$ cat config.mk
export PLATFORM = sky130hd
export DESIGN_NAME = fm_sb_status
export DESIGN_NICKNAME = d
export VERILOG_FILES = /design/src/rtl/fm_sb_status.sv
export SDC_FILE = /design/constraint.sdc
export NUM_CORES = 1
export LEC_CHECK = 0
export ABC_AREA = 0
export BUFFER_PORTS_ARGS = -buffer_cell sky130_fd_sc_hd__buf_4
export CORE_ASPECT_RATIO = 0.5
export CORE_MARGIN = 1
export CORE_UTILIZATION = 35
export DETAILED_ROUTE_END_ITERATION = 12
export PLACE_DENSITY = 0.64
export SLEW_MARGIN = 25
export SYNTH_ARGS = -nofsm -noshare
export SYNTH_HDL_FRONTEND = slang
export SYNTH_SLANG_ARGS = --single-unit
$ cat constraint.sdc
create_clock -name axi_clk -period 2.41 [get_ports axi_clk]
set_input_delay 0.3615 -clock axi_clk [delete_from_list [all_inputs] [get_ports axi_clk]]
set_output_delay 0.3615 -clock axi_clk [all_outputs]
set_load 0.03 [all_outputs]
$ cat src/rtl/fm_sb_status.sv
// fm_sb_status: spy-buffer control return path.
// Collects per-buffer freeze acknowledge, memory-init done and playback-busy
// flags. It packs them into 32-bit monitor words for the FM register block. It
// also tracks global freeze and spy-memory-initialize requests to completion
// or timeout.
//
// Ports
//   axi_clk, axi_reset          clock, synchronous active-high reset
//   freeze_req  [SB_N]          per-buffer freeze command (post-mask)
//   freeze_ack  [SB_N]          per-buffer frozen acknowledge
//   init_req                    initialize-spy-memory level
//   init_done   [SB_N]          per-buffer memory-cleared flag
//   pb_busy     [SB_N]          per-buffer playback-in-progress flag
//   freeze_status_0/_1          freeze_ack bits 31:0 / 63:32, unmapped bits 0
//   pb_status_0/_1              pb_busy packed the same way
//   freeze_done/freeze_timeout  freeze FSM in FROZEN / timed out
//   freeze_latency [LAT_W]      cycles spent freezing on last completion
//   init_busy/init_ok/init_err  init FSM state decode
module fm_sb_status #(
    parameter int unsigned SB_N        = 48,
    parameter int unsigned TIMEOUT_CYC = 4096,
    parameter int unsigned LAT_W       = 16
) (
    input  logic             axi_clk,
    input  logic             axi_reset,
    input  logic [SB_N-1:0]  freeze_req,
    input  logic [SB_N-1:0]  freeze_ack,
    input  logic             init_req,
    input  logic [SB_N-1:0]  init_done,
    input  logic [SB_N-1:0]  pb_busy,
    output logic [31:0]      freeze_status_0,
    output logic [31:0]      freeze_status_1,
    output logic [31:0]      pb_status_0,
    output logic [31:0]      pb_status_1,
    output logic             freeze_done,
    output logic             freeze_timeout,
    output logic [LAT_W-1:0] freeze_latency,
    output logic             init_busy,
    output logic             init_ok,
    output logic             init_err
);

    localparam int unsigned      CNT_W    = $clog2(TIMEOUT_CYC);
    localparam logic [CNT_W-1:0] CNT_LAST = CNT_W'(TIMEOUT_CYC - 1);
    localparam logic [63:0]      LAT_MAX  = (64'd1 << LAT_W) - 64'd1;

    typedef enum logic [1:0] {StFIdle, StFreezing, StFrozen, StFTmo} frz_state_e;
    typedef enum logic [1:0] {StIIdle, StIBusy, StIOk, StIErr} init_state_e;

    // Input stage
    logic [SB_N-1:0] freeze_req_q, freeze_ack_q, init_done_q, pb_busy_q;
    logic            init_req_q, init_req_d_q;
    // Set once init_req has been seen low after reset, so a level held high
    // through reset is not mistaken for a new request.
    logic            init_arm_q;

    always_ff @(posedge axi_clk) begin
        if (axi_reset) begin
            freeze_req_q <= '0;
            freeze_ack_q <= '0;
            init_done_q  <= '0;
            pb_busy_q    <= '0;
            init_req_q   <= 1'b0;
            init_req_d_q <= 1'b0;
            init_arm_q   <= 1'b0;
        end else begin
            freeze_req_q <= freeze_req;
            freeze_ack_q <= freeze_ack;
            init_done_q  <= init_done;
            pb_busy_q    <= pb_busy;
            init_req_q   <= init_req;
            init_req_d_q <= init_req_q;
            init_arm_q   <= init_arm_q | ~init_req;
        end
    end

    // Status words; zero-extension keeps unmapped bits at 0
    logic [63:0] ack_ext, pb_ext;
    assign ack_ext = 64'(freeze_ack_q);
    assign pb_ext  = 64'(pb_busy_q);

    always_ff @(posedge axi_clk) begin
        if (axi_reset) begin
            freeze_status_0 <= '0;
            freeze_status_1 <= '0;
            pb_status_0     <= '0;
            pb_status_1     <= '0;
        end else begin
            freeze_status_0 <= ack_ext[31:0];
            freeze_status_1 <= ack_ext[63:32];
            pb_status_0     <= pb_ext[31:0];
            pb_status_1     <= pb_ext[63:32];
        end
    end

    // Freeze FSM
    frz_state_e       frz_state_q, frz_state_d;
    logic [CNT_W-1:0] cnt_q, cnt_d;
    logic [LAT_W-1:0] lat_q, lat_d, lat_sat;
    logic             frz_any, unsat;

    assign frz_any = |freeze_req_q;
    assign unsat   = |(freeze_req_q & ~freeze_ack_q);

    always_ff @(posedge axi_clk) begin
        if (axi_reset) begin
            frz_state_q <= StFIdle;
            cnt_q       <= '0;
            lat_q       <= '0;
        end else begin
            frz_state_q <= frz_state_d;
            cnt_q       <= cnt_d;
            lat_q       <= lat_d;
        end
    end

    always_comb begin
        lat_sat     = (64'(cnt_q) > LAT_MAX) ? LAT_MAX[LAT_W-1:0] : LAT_W'(cnt_q);
        frz_state_d = frz_state_q;
        cnt_d       = cnt_q;
        lat_d       = lat_q;
        unique case (frz_state_q)
            StFIdle: begin
                if (frz_any) begin
                    frz_state_d = StFreezing;
                    cnt_d       = '0;
                end
            end
            StFreezing: begin
                // Release beats completion, completion beats timeout
                if (!frz_any) begin
                    frz_state_d = StFIdle;
                end else if (!unsat) begin
                    frz_state_d = StFrozen;
                    lat_d       = lat_sat;
                end else if (cnt_q == CNT_LAST) begin
                    frz_state_d = StFTmo;
                end else begin
                    cnt_d = cnt_q + 1'b1;
                end
            end
            StFrozen: begin
                if (!frz_any) begin
                    frz_state_d = StFIdle;
                end else if (unsat) begin
                    frz_state_d = StFreezing;
                    cnt_d       = '0;
                end
            end
            StFTmo: begin
                if (!frz_any) frz_state_d = StFIdle;
            end
            default: frz_state_d = StFIdle;
        endcase
    end

    always_comb begin
        freeze_done    = (frz_state_q == StFrozen);
        freeze_timeout = (frz_state_q == StFTmo);
        freeze_latency = lat_q;
    end

    // Init FSM
    init_state_e      init_state_q, init_state_d;
    logic [CNT_W-1:0] icnt_q, icnt_d;
    logic             init_rise;

    assign init_rise = init_req_q & ~init_req_d_q & init_arm_q;

    always_ff @(posedge axi_clk) begin
        if (axi_reset) begin
            init_state_q <= StIIdle;
            icnt_q       <= '0;
        end else begin
            init_state_q <= init_state_d;
            icnt_q       <= icnt_d;
        end
    end

    always_comb begin
        init_state_d = init_state_q;
        icnt_d       = icnt_q;
        unique case (init_state_q)
            StIIdle, StIOk, StIErr: begin
                if (init_rise) begin
                    init_state_d = StIBusy;
                    icnt_d       = '0;
                end
            end
            StIBusy: begin
                // Further rises while busy do not restart the request
                if (&init_done_q) begin
                    init_state_d = StIOk;
                end else if (icnt_q == CNT_LAST) begin
                    init_state_d = StIErr;
                end else begin
                    icnt_d = icnt_q + 1'b1;
                end
            end
            default: init_state_d = StIIdle;
        endcase
    end

    always_comb begin
        init_busy = (init_state_q == StIBusy);
        init_ok   = (init_state_q == StIOk);
        init_err  = (init_state_q == StIErr);
    end

endmodule
# Word-level counts from Yosys, hierarchy flattened
# Cells that the tools add are included.
# totals
regBits	363
latch_bits	0
ram_bits	0
mem_bits_ro	0
input_bits	195
output_inout_bits	149
elab_cells	84
mem_count	0
# classes
add_sub_neg	2
n_mul	0
n_div	0
order_cmp	0
eq_ne	21
n_shift	0
n_mux	23
bitwise_logic	8
n_reduce_logical	12
# ops
cell	n
$mux 12	9
$reduce_or 48->1	2
$and 48x48->48	1
$not 48->48	1
$reduce_and 48->1	1
$pmux 12 s3	1
$add 12x1->12 const B	2
$eq 12x12->1 const B	2
$pmux 12 s2	1
$mux 2	10
$ne 2x2->1 const B	8
$eq 2x2->1 const B	4
$pmux 2 s4	1
$reduce_and 7->1	1
$reduce_and 3->1	2
$eq 2x1->1 const B	2
$logic_not 2->1	2
$ne 2x1->1 const B	2
$ne 4x4->1 const B	1
$pmux 2 s2	1
$reduce_and 4->1	1
$ne 3x1->1 const B	1
$ne 3x2->1 const B	1
$not 1->1	3
5 further kinds	6

# Logic depth before layout (Yosys ltp)
# Gate-level depths: netlist of the first run.
# logic_depth
word_depth	6
depth_mapped	8
mapped_depth_nobuf	7

# Least setup slack after synthesis of the first run
# No wires, ideal clock.
# synth_timing
path_type	flip-flop to flip-flop
from	register freeze_req_q[15]
to	register lat_q[1] (netlist: freeze_latency[1])
setup_ns	0.128
arrival_ns	1.753
t_required_ns	2.282
path_slack_ns	0.529
stages_incl_launch_ff	8
n_path_buf	1
period_less_slack_ns	1.881
cell_sequence	dfxtp_1 > nor2b_4 > nor4_4 > nand4_2 > nor4_2 > buf_6 > mux2i_1 > nor2_1
# synth_between
elab_chain_len	4
word_cells_on_any_way	5
cone_classes	bitwise: 2; reduce/logical: 3
# synth_lines
item	line_no	text
start: declaration	51	logic [SB_N-1:0] freeze_req_q, freeze_ack_q, init_done_q, pb_busy_q;
start signal: assignment	67	freeze_req_q <= freeze_req;
$and 48x48->48	103	assign unsat = |(freeze_req_q & ~freeze_ack_q);
$reduce_or 48->1	103	
$not 1->1 (no source line)	-	
$reduce_and 3->1 (no source line) (*)	-	
end signal: assignment	113	lat_q <= lat_d;
end: declaration	99	logic [LAT_W-1:0] lat_q, lat_d, lat_sat;
# Mark *: on every way between the ends. The rest lies on a longest branch, timed or not.
# A chain may end at the register's enable or synchronous reset.

# Final worst setup path of the first run
# layout_timing
from	register freeze_req_q[43]
to	register lat_q[4] (netlist: freeze_latency[4])
# Same word-level chain as after synthesis.

==> impl_metrics.yaml, run 1 <==
yosys:
  synthMuxAreaShare: 0.0139
  synth_fa_ha_area_frac: 0.00231
  synth_edf_count: 0
  synth_xor_area_frac: 0.00243
  yosysWarnings: 0
  synthTopCellsByArea: "dfxtp_1, nor2b_1, buf_4"
  ys_seq_area_frac: 0.613
  synth_seq_cells: 331
  synth_area_mm2: 0.0108
  synth_top_cell_by_area: "dfxtp_1"
  ys_types: 46
  synth_compound_gate_area_share: 0.0264
  synth_flop_cell: "dfxtp_1"
  synth-simple-area-share: 0.301
  synth_top_family_by_area: "simple AND/OR/NAND/NOR gates"
  synth_common_cells: "dfxtp_1, nor2b_1, buf_4, clkbuf_1, nor2_1"
  async_reset_ff_frac: 0
  yosys.area.top_type_share: 0.613
  syn_inst: 988
  synth_area_per_cell_um2: 10.9
floorplanning:
  core_mm2: 0.0303
  boundaryPins: 344
  die_area_mm2: 0.0316
  row_count: 45
  die_w_um: 251
  start_util: 0.356
  fp.dieH_um: 126
global_routing:
  grtUsageTotal: 0.169
  grt_pass1_vias: 7797
  overflow: 0
  grt_pass1_wl_mm: 41.8
  grt_max_degree: 209
  antenna_found_initial: 0
placed_design:
  post-place-ws_ps: 136
  postPlaceCellArea_mm2: 0.0134
  gp_congestion: 0.873
  hpwl_mm: 20.1
  portBuffers: 307
final_layout:
  syn_to_final_growth_pct: 40.5
  final_area_mm2: 0.0152
  nets: 1569
  drive_gt1_frac: 0.280
  antenna_cells: 0
  utilization: 0.501
clocking:
  clk-insertion-delay-late_ps: 550
  clock_sinks: 331
  clock-root-buffer: "clkbuf_16"
  cts_tree: "built"
  ctsLongestPathBuffers: 3
  numCtsBuffers: 30
  clk_transition_reported_paths_ps: 60
  post_cts_buffers: 0
  h-tree-depth: 1
sta:
  drv_slew: 0
  slew_headroom: 0.430
  tightestPinTransition_ps: 855
  rsz0062_at_grt: "no"
  hold_viol_final: 0
  finalCritPeriodShare: 0.905
  setup_violations: 0
  max_freq_mhz: 458
  tns_ps: 0
  fin_ws_ps: 228
  fin_skew_ps: 10.4
  period_minus_slack_ps: 2180
setup_path:
  crit_buf_inv: 1
  critical_path_class: "register to register"
  cpLargestDelayFamily: "simple AND/OR/NAND/NOR gates"
  critPathMaxStageDelay_ps: 480
  worst_ep_arrival_time_ps: 2580
  crit_required_ps: 2810
  crit_chain: "nor4_2 > nand4_1 > o31ai_1 > nor4_4 > buf_4 > mux2i_1 > nor2_1"
  critPathLaunchType: "register"
  slowest_stage: "nor4_2"
  cp-end-kind: "register"
  critPathMaxFanout: 12
detailed_routing:
  wl_per_cell_um: 15.2
  antenna_left: 0
  dr.first_iter.drc_count: 296
  post-route-drc-count: 0
  dr_total_vias: 7782
  wl_mm: 27.3
  viasPerCell: 4.34
  drtPass1Iterations: 4
run_status:
  outcome: "complete, no violations"
power:
  p_leak_nw: 6.48
  powerDensity_mw_per_mm2: 774
  ir_drop_mv: 0.487
run:
  max_cap_viol_count: 0
min_path:
  hold_path.class: "input port to register"
## layout make-up
cell class              instances  area [um^2]
clock buffers                  43          881
well taps                     399          499
multi-input cells             612         3890
repair buffers                392         3150
fillers                      2739        15200
clock inverters                12          131
flip-flops and latches        331         6630
inverters                       5         18.8
## path summary, 6_finish.rpt
| path | from | to | slack (ps) | depth (start not counted) |
|---|---|---|---|---|
| min reg2reg | pb_busy_q[21]$_SDFF_PP0_ | pb_status_0[21]$_SDFF_PP0_ | 440 | 1 |
| max reg2reg | freeze_req_q[43]$_SDFF_PP0_ | freeze_latency[4]$_SDFFE_PP0P_ | 230 | 7 |
| min | init_done[46] | init_done_q[46]$_SDFF_PP0_ | 20 | 2 |
| max | freeze_req_q[43]$_SDFF_PP0_ | freeze_latency[4]$_SDFFE_PP0P_ | 230 | 7 |
## worst register-to-register path: stages (launching register included)
cell and delay (ps):
dfxtp_1 320, nor4_2 480, nand4_1 250, o31ai_1 480, nor4_4 70, buf_4 220, mux2i_1 160, nor2_1 60
## power by group
| group | total [W] | switching, W | internal [W] | leakage (nW) |
|---|---|---|---|---|
| Sequential | 0.00581 | 0.000101 | 0.00571 | 2.74 |
| Combinational | 0.00109 | 0.000532 | 0.000560 | 3.25 |
| Clock | 0.00485 | 0.00208 | 0.00277 | 0.498 |
## per-layer routing
layer | track usage | routed length [um] | up-vias | part of all wire
met2 | 0.316 | 14400 | 167 | 0.53
met3 | 0.0281 | 1050 | 35 | 0.038
met5 | 0 | 0 | - | 0
met1 | 0.202 | 11300 | 3645 | 0.42
li1 | - | - | 3935 | -
met4 | 0.0357 | 484 | 0 | 0.018
## registers in the layout, indices dropped and copies added (netlist names)
| signal | cells |
|---|---|
| freeze_ack_q | 48 |
| freeze_req_q | 48 |
| init_done_q | 48 |
| init_req_d_q | 1 |
| init_req_q | 1 |
| pb_status_1 | 16 |
| init_state_q | 2 |
| pb_busy_q | 48 |
| frz_state_q | 2 |
| freeze_status_0 | 32 |
| pb_status_0 | 32 |
| cnt_q | 12 |
| icnt_q | 12 |
| freeze_latency | 12 |
| init_arm_q | 1 |
| freeze_status_1 | 16 |
## logic make-up after synthesis
kind of cell | Yosys count
AOI/OAI and AO/OA | 42
xor gates and xnor gates | 3
adders and majority gates | 2
buffers and inverters | 80
DFF | 331
muxes | 15
other | 1
and+or+nand+nor | 514
## what timing repair did
item                                    in CTS  in global routing
hold buffers                                75                  0
endpoints found under the setup margin       0                  4
resized for setup                            0                  1
hold endpoints to repair                    75                  0
## layout by cell type (no fill, tap or decap), types with 4 or more instances in the layout
cell	netlist	final
o21ai_0	9	9
o31ai_1	4	4
mux2i_1	15	15
buf_4	36	315
nor4_2	5	5
a31oi_1	5	5
clkinv_2	0	4
dlygate4sd3_1	0	75
nor4_4	5	6
nand4_1	19	19
or4_1	4	4
nand2_1	20	20
and3_1	4	4
nor2b_4	10	10
inv_1	5	5
clkbuf_8	0	6
nor4_1	33	32
clkbuf_1	36	6
nor2_1	36	36
dfxtp_1	331	331
conb_1	1	36
nand3_1	19	19
a21oi_1	7	7
and2_1	4	4
nor2b_1	331	331
nor3_1	10	10
clkbuf_16	0	31
## stage by stage
stage | total power (W) | hold slack, ps | std cells
finish | 0.0118 | 25.0 | 1794
CTS | 0.0119 | 0.0994 | 1794
global route | 0.0122 | 5.15 | 1794
floorplan | 0.00651 | 414 | 1023
detailed placement | 0.00693 | 422 | 1664
global placement | 0.00692 | 416 | 1664
Power figures use the tool's default switching activity.
==> inputs of run 2 (changes only) <==
--- a/config.mk
+++ b/config.mk
@@ -11,6 +11,7 @@
 export CORE_MARGIN = 1
 export CORE_UTILIZATION = 35
 export DETAILED_ROUTE_END_ITERATION = 12
+export HOLD_SLACK_MARGIN = 0.08
 export PLACE_DENSITY = 0.64
 export SLEW_MARGIN = 25
 export SYNTH_ARGS = -nofsm -noshare
==> constraint.sdc (replaced) <==
create_clock -name axi_clk -period 2.41 [get_ports axi_clk]
set_input_delay 0.3615 -clock axi_clk [delete_from_list [all_inputs] [get_ports axi_clk]]
set_output_delay 0.3615 -clock axi_clk [all_outputs]
set_load 0.01 [all_outputs]
==> impl_metrics.yaml, run 2 (synthesis gave the netlist of run 1 again) <==
sta:
  hold_viol_final: 0
  tightestPinTransition_ps: 868
  slew_headroom: 0.422
  finalCritPeriodShare: 0.917
  tns_ps: 0
  drv_slew: 0
  rsz0062_at_grt: "no"
  setup_violations: 0
  period_minus_slack_ps: 2210
  fin_skew_ps: 10.3
  max_freq_mhz: 453
power:
  powerDensity_mw_per_mm2: 721
  p_leak_nw: 6.96
  ir_drop_mv: 0.491
detailed_routing:
  viasPerCell: 4.34
  drtPass1Iterations: 4
  dr_total_vias: 8294
  dr.first_iter.drc_count: 331
  wl_per_cell_um: 15.4
  wl_mm: 29.4
  post-route-drc-count: 0
  antenna_left: 0
floorplanning:
  core_mm2: 0.0303
  row_count: 45
  die_area_mm2: 0.0316
  die_w_um: 251
  fp.dieH_um: 126
  start_util: 0.356
  boundaryPins: 344
setup_path:
  critPathLaunchType: "register"
  critPathMaxStageDelay_ps: 490
  cpLargestDelayFamily: "compound AO/OA/AOI/OAI gates"
  critPathMaxFanout: 8
  crit_chain: "nor2b_1 > nor4_1 > and4_1 > a41o_1 > a2111oi_0 > o21ai_0"
  crit_required_ps: 2830
  slowest_stage: "a2111oi_0"
  worst_ep_arrival_time_ps: 2630
  cp-end-kind: "register"
  r2r_setup_slack_ps: 200
  crit_buf_inv: 0
  rr_endpoint: "cnt_q[4]$_SDFFE_PP0P_"
  rr_worst_depth: 6
  critical_path_class: "register to register"
  r2r_start: "freeze_req_q[45]$_SDFF_PP0_"
min_path:
  min_from: "freeze_req[24]"
  min_to: "freeze_req_q[24]$_SDFF_PP0_"
  hold_depth: 2
  hold_path.class: "input port to register"
placed_design:
  placedCellCount: 1664
  hpwl_mm: 20.1
  gp_congestion: 0.873
  portBuffers: 307
final_layout:
  final_cell_mix: "nor2b_1, dfxtp_1, buf_4, dlygate4sd3_1"
  stdcell_count: 1909
  syn_to_final_growth_pct: 51.1
  drive_gt1_frac: 0.258
  nets: 1683
clocking:
  h-tree-depth: 1
  clock-root-buffer: "clkbuf_16"
  clock_sinks: 331
  clk_transition_reported_paths_ps: 70
  numCtsBuffers: 30
  post_cts_buffers: 0
  cts_tree: "built"
  clk-insertion-delay-late_ps: 560
  ctsLongestPathBuffers: 3
global_routing:
  overflow: 0
  grt_pass1_wl_mm: 45.0
  grt_max_degree: 209
  antenna_found_initial: 1
  grtUsageTotal: 0.182
  grt_pass1_vias: 8522
run:
  max_cap_viol_count: 0
run_status:
  outcome: "complete, no violations"
==> run 2: changes by cell type in the layout (fill, tap and decap cells not counted), sizes merged <==
cell         before  now
diode             0    1
dlygate4sd3      75  189
==> run 2: worst max-delay path by stage <==
stage	startpoint	cells past startpoint	end
3_3_place_gp	freeze_req_q[43]$_SDFF_PP0_	7	freeze_latency[0]$_SDFFE_PP0P_
4_1_cts	freeze_req_q[43]$_SDFF_PP0_	7	freeze_latency[0]$_SDFFE_PP0P_
2_1_floorplan	freeze_req_q[15]$_SDFF_PP0_	7	freeze_latency[1]$_SDFFE_PP0P_
6_report	freeze_req_q[45]$_SDFF_PP0_	6	cnt_q[4]$_SDFFE_PP0P_
3_5_place_dp	freeze_req_q[43]$_SDFF_PP0_	7	freeze_latency[0]$_SDFFE_PP0P_
5_1_grt	freeze_req_q[45]$_SDFF_PP0_	6	cnt_q[4]$_SDFFE_PP0P_
==> run 2: cell type report <==
| class | count | area, um^2 |
|---|---|---|
| diodes | 1 | 2.50 |
| multi-input cells | 612 | 3890 |
| repair buffers | 506 | 4290 |
| flip-flops and latches | 331 | 6630 |
| clock inverters | 12 | 131 |
| fillers | 2588 | 14000 |
| inverters | 5 | 18.8 |
| well taps | 399 | 499 |
| clock buffers | 43 | 881 |
==> run 2: power breakdown <==
group          switching, W  internal (W)
clock network       0.00209       0.00277
registers          0.000102       0.00571
logic              0.000430      0.000678
total               0.00263       0.00916
==> run 2: per-stage QoR <==
stage | utilization | power [W] | area [um^2] | setup WS (ps) | hold slack (ps)
floorplan | - | 0.00636 | 10900 | 529 | 414
detailed placement | 0.442 | 0.00678 | 13400 | 136 | 422
global placement | 0.442 | 0.00677 | 13400 | 137 | 416
finish | 0.538 | 0.0118 | 16300 | 200 | 89.4
global route | 0.538 | 0.0122 | 16300 | 100 | 91.6
CTS | 0.538 | 0.0119 | 16300 | 115 | 80.6
==> run 2: metal layers <==
layer  global-route usage  part of all wire
met1                0.206              0.40
met2                0.347              0.54
met3               0.0306             0.036
met4               0.0581             0.026
met5                    0                 0
==> run 2: repair_timing <==
action	4_1_cts	5_1_grt
hold endpoints to repair	189	1
hold buffers	188	1
endpoints found under the setup margin	0	4
gates resized for setup	0	1
